**config.mk**
```make
export PLATFORM = sky130hd
export DESIGN_NAME = wb_stage_flat
export DESIGN_NICKNAME = d
export VERILOG_FILES = /design/src/rtl/proc_pkg.sv /design/src/rtl/wb_stage_if.sv /design/src/rtl/wb_load_timer.sv /design/src/rtl/wb_stage.sv /design/src/flat_wrapper.sv
export SDC_FILE = /design/constraint.sdc
export NUM_CORES = 1
export LEC_CHECK = 0
export BUFFER_PORTS_ARGS = -buffer_cell sky130_fd_sc_hd__clkbuf_2
export CORE_ASPECT_RATIO = 2
export CORE_UTILIZATION = 30
export CTS_BUF_LIST = sky130_fd_sc_hd__clkbuf_2
export DETAILED_ROUTE_END_ITERATION = 12
export PLACE_DENSITY_LB_ADDON = 0.15
export SYNTH_ARGS = -nofsm -noshare
export SYNTH_HDL_FRONTEND = slang
export SYNTH_HIERARCHICAL = 1
export SYNTH_SLANG_ARGS = --single-unit
```
**constraint.sdc**
```tcl
create_clock -name clk -period 2.7 [get_ports clk]
set_input_delay 0.54 -clock clk [delete_from_list [all_inputs] [get_ports clk]]
set_output_delay 0.54 -clock clk [all_outputs]
set_load 0.01 [all_outputs]
```
**src/rtl/proc_pkg.sv**
```systemverilog
// Shared processor definitions: selective-write codes, default widths and
// writeback FSM encoding.
package proc_pkg;

  localparam int DEF_DATA_W = 64;
  localparam int DEF_ADDR_W = 5;

  localparam logic [0:2] PPP_FULL = 3'b000;
  localparam logic [0:2] PPP_HI   = 3'b001;
  localparam logic [0:2] PPP_LO   = 3'b010;
  localparam logic [0:2] PPP_EVEN = 3'b011;
  localparam logic [0:2] PPP_ODD  = 3'b100;

  typedef enum logic {
    WB_IDLE      = 1'b0,
    WB_WAIT_LOAD = 1'b1
  } wb_state_e;

  // Codes above PPP_ODD are undefined and fall back to a full-width write.
  function automatic logic [0:2] ppp_norm(input logic [0:2] code);
    return (code > PPP_ODD) ? PPP_FULL : code;
  endfunction

endpackage

```
**src/rtl/wb_stage_if.sv**
```systemverilog
// MEM-stage / data-memory / register-file signal bundle seen by the writeback stage.
interface wb_stage_if #(
  parameter int DATA_W = 64,
  parameter int ADDR_W = 5
);
  logic              mem_valid;
  logic              mem_wb_en;
  logic              mem_is_load;
  logic [0:ADDR_W-1] mem_rd;
  logic [0:2]        mem_ppp;
  logic [0:DATA_W-1] mem_alu_data;
  logic              dmem_rsp_valid;
  logic [0:DATA_W-1] dmem_rsp_data;
  logic              stall_out;
  logic              wr_en;
  logic [0:2]        ppp;
  logic [0:ADDR_W-1] in_addr;
  logic [0:DATA_W-1] in_data;
  logic              err_timeout;

  modport master (
    output mem_valid, mem_wb_en, mem_is_load, mem_rd, mem_ppp, mem_alu_data,
    output dmem_rsp_valid, dmem_rsp_data,
    input  stall_out, wr_en, ppp, in_addr, in_data, err_timeout
  );

  modport slave (
    input  mem_valid, mem_wb_en, mem_is_load, mem_rd, mem_ppp, mem_alu_data,
    input  dmem_rsp_valid, dmem_rsp_data,
    output stall_out, wr_en, ppp, in_addr, in_data, err_timeout
  );
endinterface

```
**src/rtl/wb_load_timer.sv**
```systemverilog
// Load-wait cycle counter with terminal-count detect and sticky timeout flag.
module wb_load_timer #(
  parameter int LOAD_TIMEOUT = 16,
  parameter int CNT_W        = 5
) (
  input  logic clk,
  input  logic rst,
  input  logic clr,
  input  logic en,
  output logic tc,
  output logic err
);

  logic [0:CNT_W-1] cnt_q;

  assign tc = (cnt_q == CNT_W'(LOAD_TIMEOUT - 1));

  always_ff @(posedge clk) begin
    if (rst || clr) begin
      cnt_q <= '0;
    end else if (en) begin
      cnt_q <= cnt_q + 1'b1;
    end
  end

  // Error is set only by a waiting cycle that hits terminal count.
  always_ff @(posedge clk) begin
    if (rst) begin
      err <= 1'b0;
    end else if (en && tc) begin
      err <= 1'b1;
    end
  end

endmodule

```
**src/rtl/wb_stage.sv**
```systemverilog
// Writeback stage: registers MEM results into the register-file write port and
// stalls upstream while a load response is outstanding.
module wb_stage
  import proc_pkg::*;
#(
  parameter int DATA_W       = DEF_DATA_W,
  parameter int ADDR_W       = DEF_ADDR_W,
  parameter int LOAD_TIMEOUT = 16,
  parameter int CNT_W        = 5
) (
  input logic       clk,
  input logic       rst,
  wb_stage_if.slave bus
);

  wb_state_e         state_q, state_d;
  logic              wr_en_q, wr_en_d;
  logic [0:2]        ppp_q, ppp_d;
  logic [0:ADDR_W-1] addr_q, addr_d;
  logic [0:DATA_W-1] data_q, data_d;
  logic              ld_wb_q, ld_wb_d;
  logic [0:ADDR_W-1] ld_rd_q, ld_rd_d;
  logic [0:2]        ld_ppp_q, ld_ppp_d;
  logic              tmr_clr, tmr_en, tmr_tc, tmr_err;

  wb_load_timer #(
    .LOAD_TIMEOUT(LOAD_TIMEOUT),
    .CNT_W       (CNT_W)
  ) u_timer (
    .clk(clk),
    .rst(rst),
    .clr(tmr_clr),
    .en (tmr_en),
    .tc (tmr_tc),
    .err(tmr_err)
  );

  always_comb begin
    state_d  = state_q;
    wr_en_d  = 1'b0;
    ppp_d    = ppp_q;
    addr_d   = addr_q;
    data_d   = data_q;
    ld_wb_d  = ld_wb_q;
    ld_rd_d  = ld_rd_q;
    ld_ppp_d = ld_ppp_q;
    tmr_clr  = 1'b0;
    tmr_en   = 1'b0;
    unique case (state_q)
      WB_IDLE: begin
        if (bus.mem_valid) begin
          if (bus.mem_is_load) begin
            ld_wb_d  = bus.mem_wb_en;
            ld_rd_d  = bus.mem_rd;
            ld_ppp_d = ppp_norm(bus.mem_ppp);
            tmr_clr  = 1'b1;
            state_d  = WB_WAIT_LOAD;
          end else begin
            wr_en_d = bus.mem_wb_en && (bus.mem_rd != '0);
            addr_d  = bus.mem_rd;
            data_d  = bus.mem_alu_data;
            ppp_d   = ppp_norm(bus.mem_ppp);
          end
        end
      end
      WB_WAIT_LOAD: begin
        // A response on the terminal cycle takes priority over the timeout.
        if (bus.dmem_rsp_valid) begin
          wr_en_d = ld_wb_q && (ld_rd_q != '0);
          addr_d  = ld_rd_q;
          data_d  = bus.dmem_rsp_data;
          ppp_d   = ld_ppp_q;
          state_d = WB_IDLE;
        end else begin
          tmr_en = 1'b1;
          if (tmr_tc) state_d = WB_IDLE;
        end
      end
      default: state_d = WB_IDLE;
    endcase
  end

  // Stage boundary: register-file write port
  always_ff @(posedge clk) begin
    if (rst) begin
      state_q <= WB_IDLE;
      wr_en_q <= 1'b0;
      ppp_q   <= PPP_FULL;
      addr_q  <= '0;
      data_q  <= '0;
      ld_wb_q <= 1'b0;
    end else begin
      state_q <= state_d;
      wr_en_q <= wr_en_d;
      ppp_q   <= ppp_d;
      addr_q  <= addr_d;
      data_q  <= data_d;
      ld_wb_q <= ld_wb_d;
    end
  end

  always_ff @(posedge clk) begin
    ld_rd_q  <= ld_rd_d;
    ld_ppp_q <= ld_ppp_d;
  end

  assign bus.stall_out   = (state_q == WB_WAIT_LOAD);
  assign bus.wr_en       = wr_en_q;
  assign bus.ppp         = ppp_q;
  assign bus.in_addr     = addr_q;
  assign bus.in_data     = data_q;
  assign bus.err_timeout = tmr_err;

endmodule

```
**src/flat_wrapper.sv**
```systemverilog
// flat-port wrapper written by rule: the top's interface ports become plain ports
module wb_stage_flat import proc_pkg::*;
#(
  parameter int DATA_W       = DEF_DATA_W,
  parameter int ADDR_W       = DEF_ADDR_W,
  parameter int LOAD_TIMEOUT = 16,
  parameter int CNT_W        = 5
)
  (clk, rst, bus_mem_valid, bus_mem_wb_en, bus_mem_is_load, bus_mem_rd, bus_mem_ppp, bus_mem_alu_data, bus_dmem_rsp_valid, bus_dmem_rsp_data, bus_stall_out, bus_wr_en, bus_ppp, bus_in_addr, bus_in_data, bus_err_timeout);
  wb_stage_if #(.DATA_W(DATA_W), .ADDR_W(ADDR_W)) bus_i ();
  input logic clk;
  input logic rst;
  input wire logic [$bits(bus_i.mem_valid)-1:0] bus_mem_valid;
  input wire logic [$bits(bus_i.mem_wb_en)-1:0] bus_mem_wb_en;
  input wire logic [$bits(bus_i.mem_is_load)-1:0] bus_mem_is_load;
  input wire logic [$bits(bus_i.mem_rd)-1:0] bus_mem_rd;
  input wire logic [$bits(bus_i.mem_ppp)-1:0] bus_mem_ppp;
  input wire logic [$bits(bus_i.mem_alu_data)-1:0] bus_mem_alu_data;
  input wire logic [$bits(bus_i.dmem_rsp_valid)-1:0] bus_dmem_rsp_valid;
  input wire logic [$bits(bus_i.dmem_rsp_data)-1:0] bus_dmem_rsp_data;
  output wire logic [$bits(bus_i.stall_out)-1:0] bus_stall_out;
  output wire logic [$bits(bus_i.wr_en)-1:0] bus_wr_en;
  output wire logic [$bits(bus_i.ppp)-1:0] bus_ppp;
  output wire logic [$bits(bus_i.in_addr)-1:0] bus_in_addr;
  output wire logic [$bits(bus_i.in_data)-1:0] bus_in_data;
  output wire logic [$bits(bus_i.err_timeout)-1:0] bus_err_timeout;
  assign bus_i.mem_valid = bus_mem_valid;
  assign bus_i.mem_wb_en = bus_mem_wb_en;
  assign bus_i.mem_is_load = bus_mem_is_load;
  assign bus_i.mem_rd = bus_mem_rd;
  assign bus_i.mem_ppp = bus_mem_ppp;
  assign bus_i.mem_alu_data = bus_mem_alu_data;
  assign bus_i.dmem_rsp_valid = bus_dmem_rsp_valid;
  assign bus_i.dmem_rsp_data = bus_dmem_rsp_data;
  assign bus_stall_out = bus_i.stall_out;
  assign bus_wr_en = bus_i.wr_en;
  assign bus_ppp = bus_i.ppp;
  assign bus_in_addr = bus_i.in_addr;
  assign bus_in_data = bus_i.in_data;
  assign bus_err_timeout = bus_i.err_timeout;
  wb_stage #(.DATA_W(DATA_W), .ADDR_W(ADDR_W), .LOAD_TIMEOUT(LOAD_TIMEOUT), .CNT_W(CNT_W)) u_core (.clk(clk), .rst(rst), .bus(bus_i));
endmodule
```
==> results.sh <==
export IMPL_fmax_mhz=471
export IMPL_setup_viol=0
export IMPL_path_class="reg -> out"
export IMPL_max_slew_worst_pin_slew_ns=0.640
export IMPL_worstPathRequired_ns=2.16
export IMPL_cts_resized=0
export IMPL_hpwl_um=8350
export IMPL_synth_area_um2=4320
export IMPL_clockBufferDepth=2
export IMPL_rsz0062_at_grt="no"
export IMPL_max_cap_violations=0
export IMPL_slowest_delay_ns=0.79
export IMPL_hold_class="in -> reg"
export IMPL_portBuffers=216
export IMPL_drt_total_wl_um=11500
export IMPL_slew_limit_headroom_pct=57.3
export IMPL_synth_distinct_cells=35
export IMPL_synth_ff_type="dfxtp_1"
export IMPL_crit_family="flip-flops"
export IMPL_cts_root_buf="clkbuf_2"
export IMPL_design_area_um2=5630
export IMPL_grt_pass1_vias=3596
export IMPL_ys_seq_area_share_pct=43.1
export IMPL_dr_total_vias=3721
export IMPL_path_clk_slew_ns=0.24
export IMPL_worstPathMaxFanout=35
export IMPL_cp_cell_sequence="clkbuf_2"
export IMPL_path_buf_inv=1
export IMPL_power_leakage_nw=2.48
export IMPL_finalMaxSlewViolations=0
export IMPL_start_kind="flop"
export IMPL_fp_dieW_um=86.9
export IMPL_drt_iter0_drc=145
export IMPL_async_flop_share_pct=0
export IMPL_die_y_um=172
export IMPL_dieArea_um2=14900
export IMPL_htreeDepth=3
export IMPL_yosysWarningCount=6
export IMPL_reg2reg_from="u_core/bus.stall_out"
export IMPL_end_kind="output pin"
export IMPL_ios=217
export IMPL_yosys_register_bits=89
export IMPL_status="complete, no violations"
export IMPL_viasPerCell=4.79
export IMPL_cts_tree="yes"
export IMPL_clock_sinks=89
export IMPL_place_area_um2=5500
export IMPL_place_ws_ns=0.825
export IMPL_fp_row_count=61
export IMPL_cts_inserted_buffers=9
export IMPL_crit_start="u_core/bus.stall_out"
export IMPL_start_util_pct=30.9
export IMPL_firstDrtPassIters=4
export IMPL_area_growth_pct=30.4
export IMPL_grt_usage_pct=15.4
export IMPL_postSynthAreaPerCell_um2=11.1
export IMPL_antenna_found_initial=1
export IMPL_vdd_drop_max_mv=0.242
export IMPL_post_cts_setup_buffers=0
export IMPL_fin_worst_skew_ns=0.0346
export IMPL_gp_congestion=0.710
export IMPL_core_area_um2=14000
export IMPL_holdBufCountCts=0
export IMPL_hold_violations=0
export IMPL_syn_nets=532
export IMPL_setup_slack_ns=0.575
export IMPL_wl_per_cell_um=14.9
export IMPL_p_per_area_nw_per_um2=517
export IMPL_insertion_delay_ns=0.56
export IMPL_crit_slowest_cell="dfxtp_4"
export IMPL_fin_total_pwr_mw=2.91
export IMPL_ant_nets=0
export IMPL_critPathArrivalTime_ns=1.58
export IMPL_grt_overflow_total=0
export IMPL_drc=0
export IMPL_drive_gt1_share_pct=54.2
export IMPL_min_from="bus_mem_wb_en"
export IMPL_setup_tns_ns=0
export IMPL_post_route_util_pct=40.3
export IMPL_postSynthCellCount=388
export IMPL_fin_crit_sh_pct=78.7
export IMPL_grt_pass1_wl_um=17700
export IMPL_grt_max_degree=74
export IMPL_period_minus_slack_ns=2.12
export IMPL_synth_edf_count=8
export IMPL_nets=726
## metal layers
layer  routed length [um]  share of wire (%)  vias up  track usage, %
met5                    0                  0        -               0
met2                 6460                 56      141            28.7
met4                  167                1.4        0            5.43
met1                 4300                 37     1711            16.4
li1                     -                  -     1858               -
met3                  621                5.4       11            3.65
## kinds of logic after synthesis
logic type                 count (synthesis)  synth area share (%)
AOI/OAI and AO/OA                        151                  28.0
xor gates and xnor gates                   1                 0.203
adders and majority gates                  2                 0.579
buffers and inverters                     44                  6.69
DFF                                       89                  43.1
muxes                                     75                  17.5
and+or+nand+nor                           26                  3.94
## final timing paths
path	end	slack (ns)	depth (start not counted)
max	bus_stall_out	0.58	1
min reg2reg	u_core/u_timer/cnt_q[0]	0.51	2
max reg2reg	u_core/bus.in_data[55]	0.80	4
min	u_core/bus.wr_en	0.17	3
## cells in the mapped netlist (all sizes together), types with 2 or more instances
cell | n | area (um2)
dfxtp | 81 | 1620
a21oi | 75 | 638
mux2i | 74 | 741
o31ai | 72 | 541
buf | 28 | 229
clkbuf | 13 | 48.8
edfxtp | 8 | 240
nor2 | 7 | 26.3
inv | 3 | 11.3
nor2b | 3 | 18.8
nor3b | 3 | 27.5
and3b | 2 | 17.5
ha | 2 | 25.0
or2 | 2 | 15.0
or4 | 2 | 15.0
## per-stage QoR
step | std cells | hold slack, ns
detailed placement | 760 | 0.487
CTS | 776 | 0.105
global route | 777 | 0.0892
finish | 777 | 0.169
global placement | 760 | 0.481
floorplan | 388 | 0.461
## report_power, final
part / switching, mW / internal, mW
clock network: 0.458 / 0.312
logic: 0.345 / 0.293
registers: 0.0656 / 1.44
## registers in the layout, summed over array words and instances (netlist names)
| signal | cells |
|---|---|
| u_core/u_timer/cnt_q | 5 |
| u_core/ld_ppp_q | 3 |
| u_core/u_timer/err | 1 |
| u_core/bus.stall_out | 1 |
| u_core/bus.ppp | 3 |
| u_core/ld_wb_q | 1 |
| u_core/bus.in_data | 64 |
| u_core/ld_rd_q | 5 |
| u_core/bus.in_addr | 5 |
| u_core/bus.wr_en | 1 |
## placed cells by master, fill, tap and decap left out, drive strengths merged, types with 3 or more instances in the layout
cell type and n:
clkbuf 227, dfxtp 81, a21oi 75, mux2i 74, o31ai 72, edfxtp 8, buf 8, nor2 7
nor2b 3, nor3b 3, inv 3
## area by class of cell
| cell class | count | area (um2) |
|---|---|---|
| diodes | 1 | 2.50 |
| clock buffers | 11 | 55.1 |
| clock inverters | 5 | 80.1 |
| fillers | 1406 | 8330 |
| inverters | 3 | 11.3 |
| multi-input cells | 255 | 2180 |
| flip-flops and latches | 89 | 1870 |
| well taps | 189 | 236 |
| repair buffers | 224 | 1200 |
(Power assumes the default switching activity.)
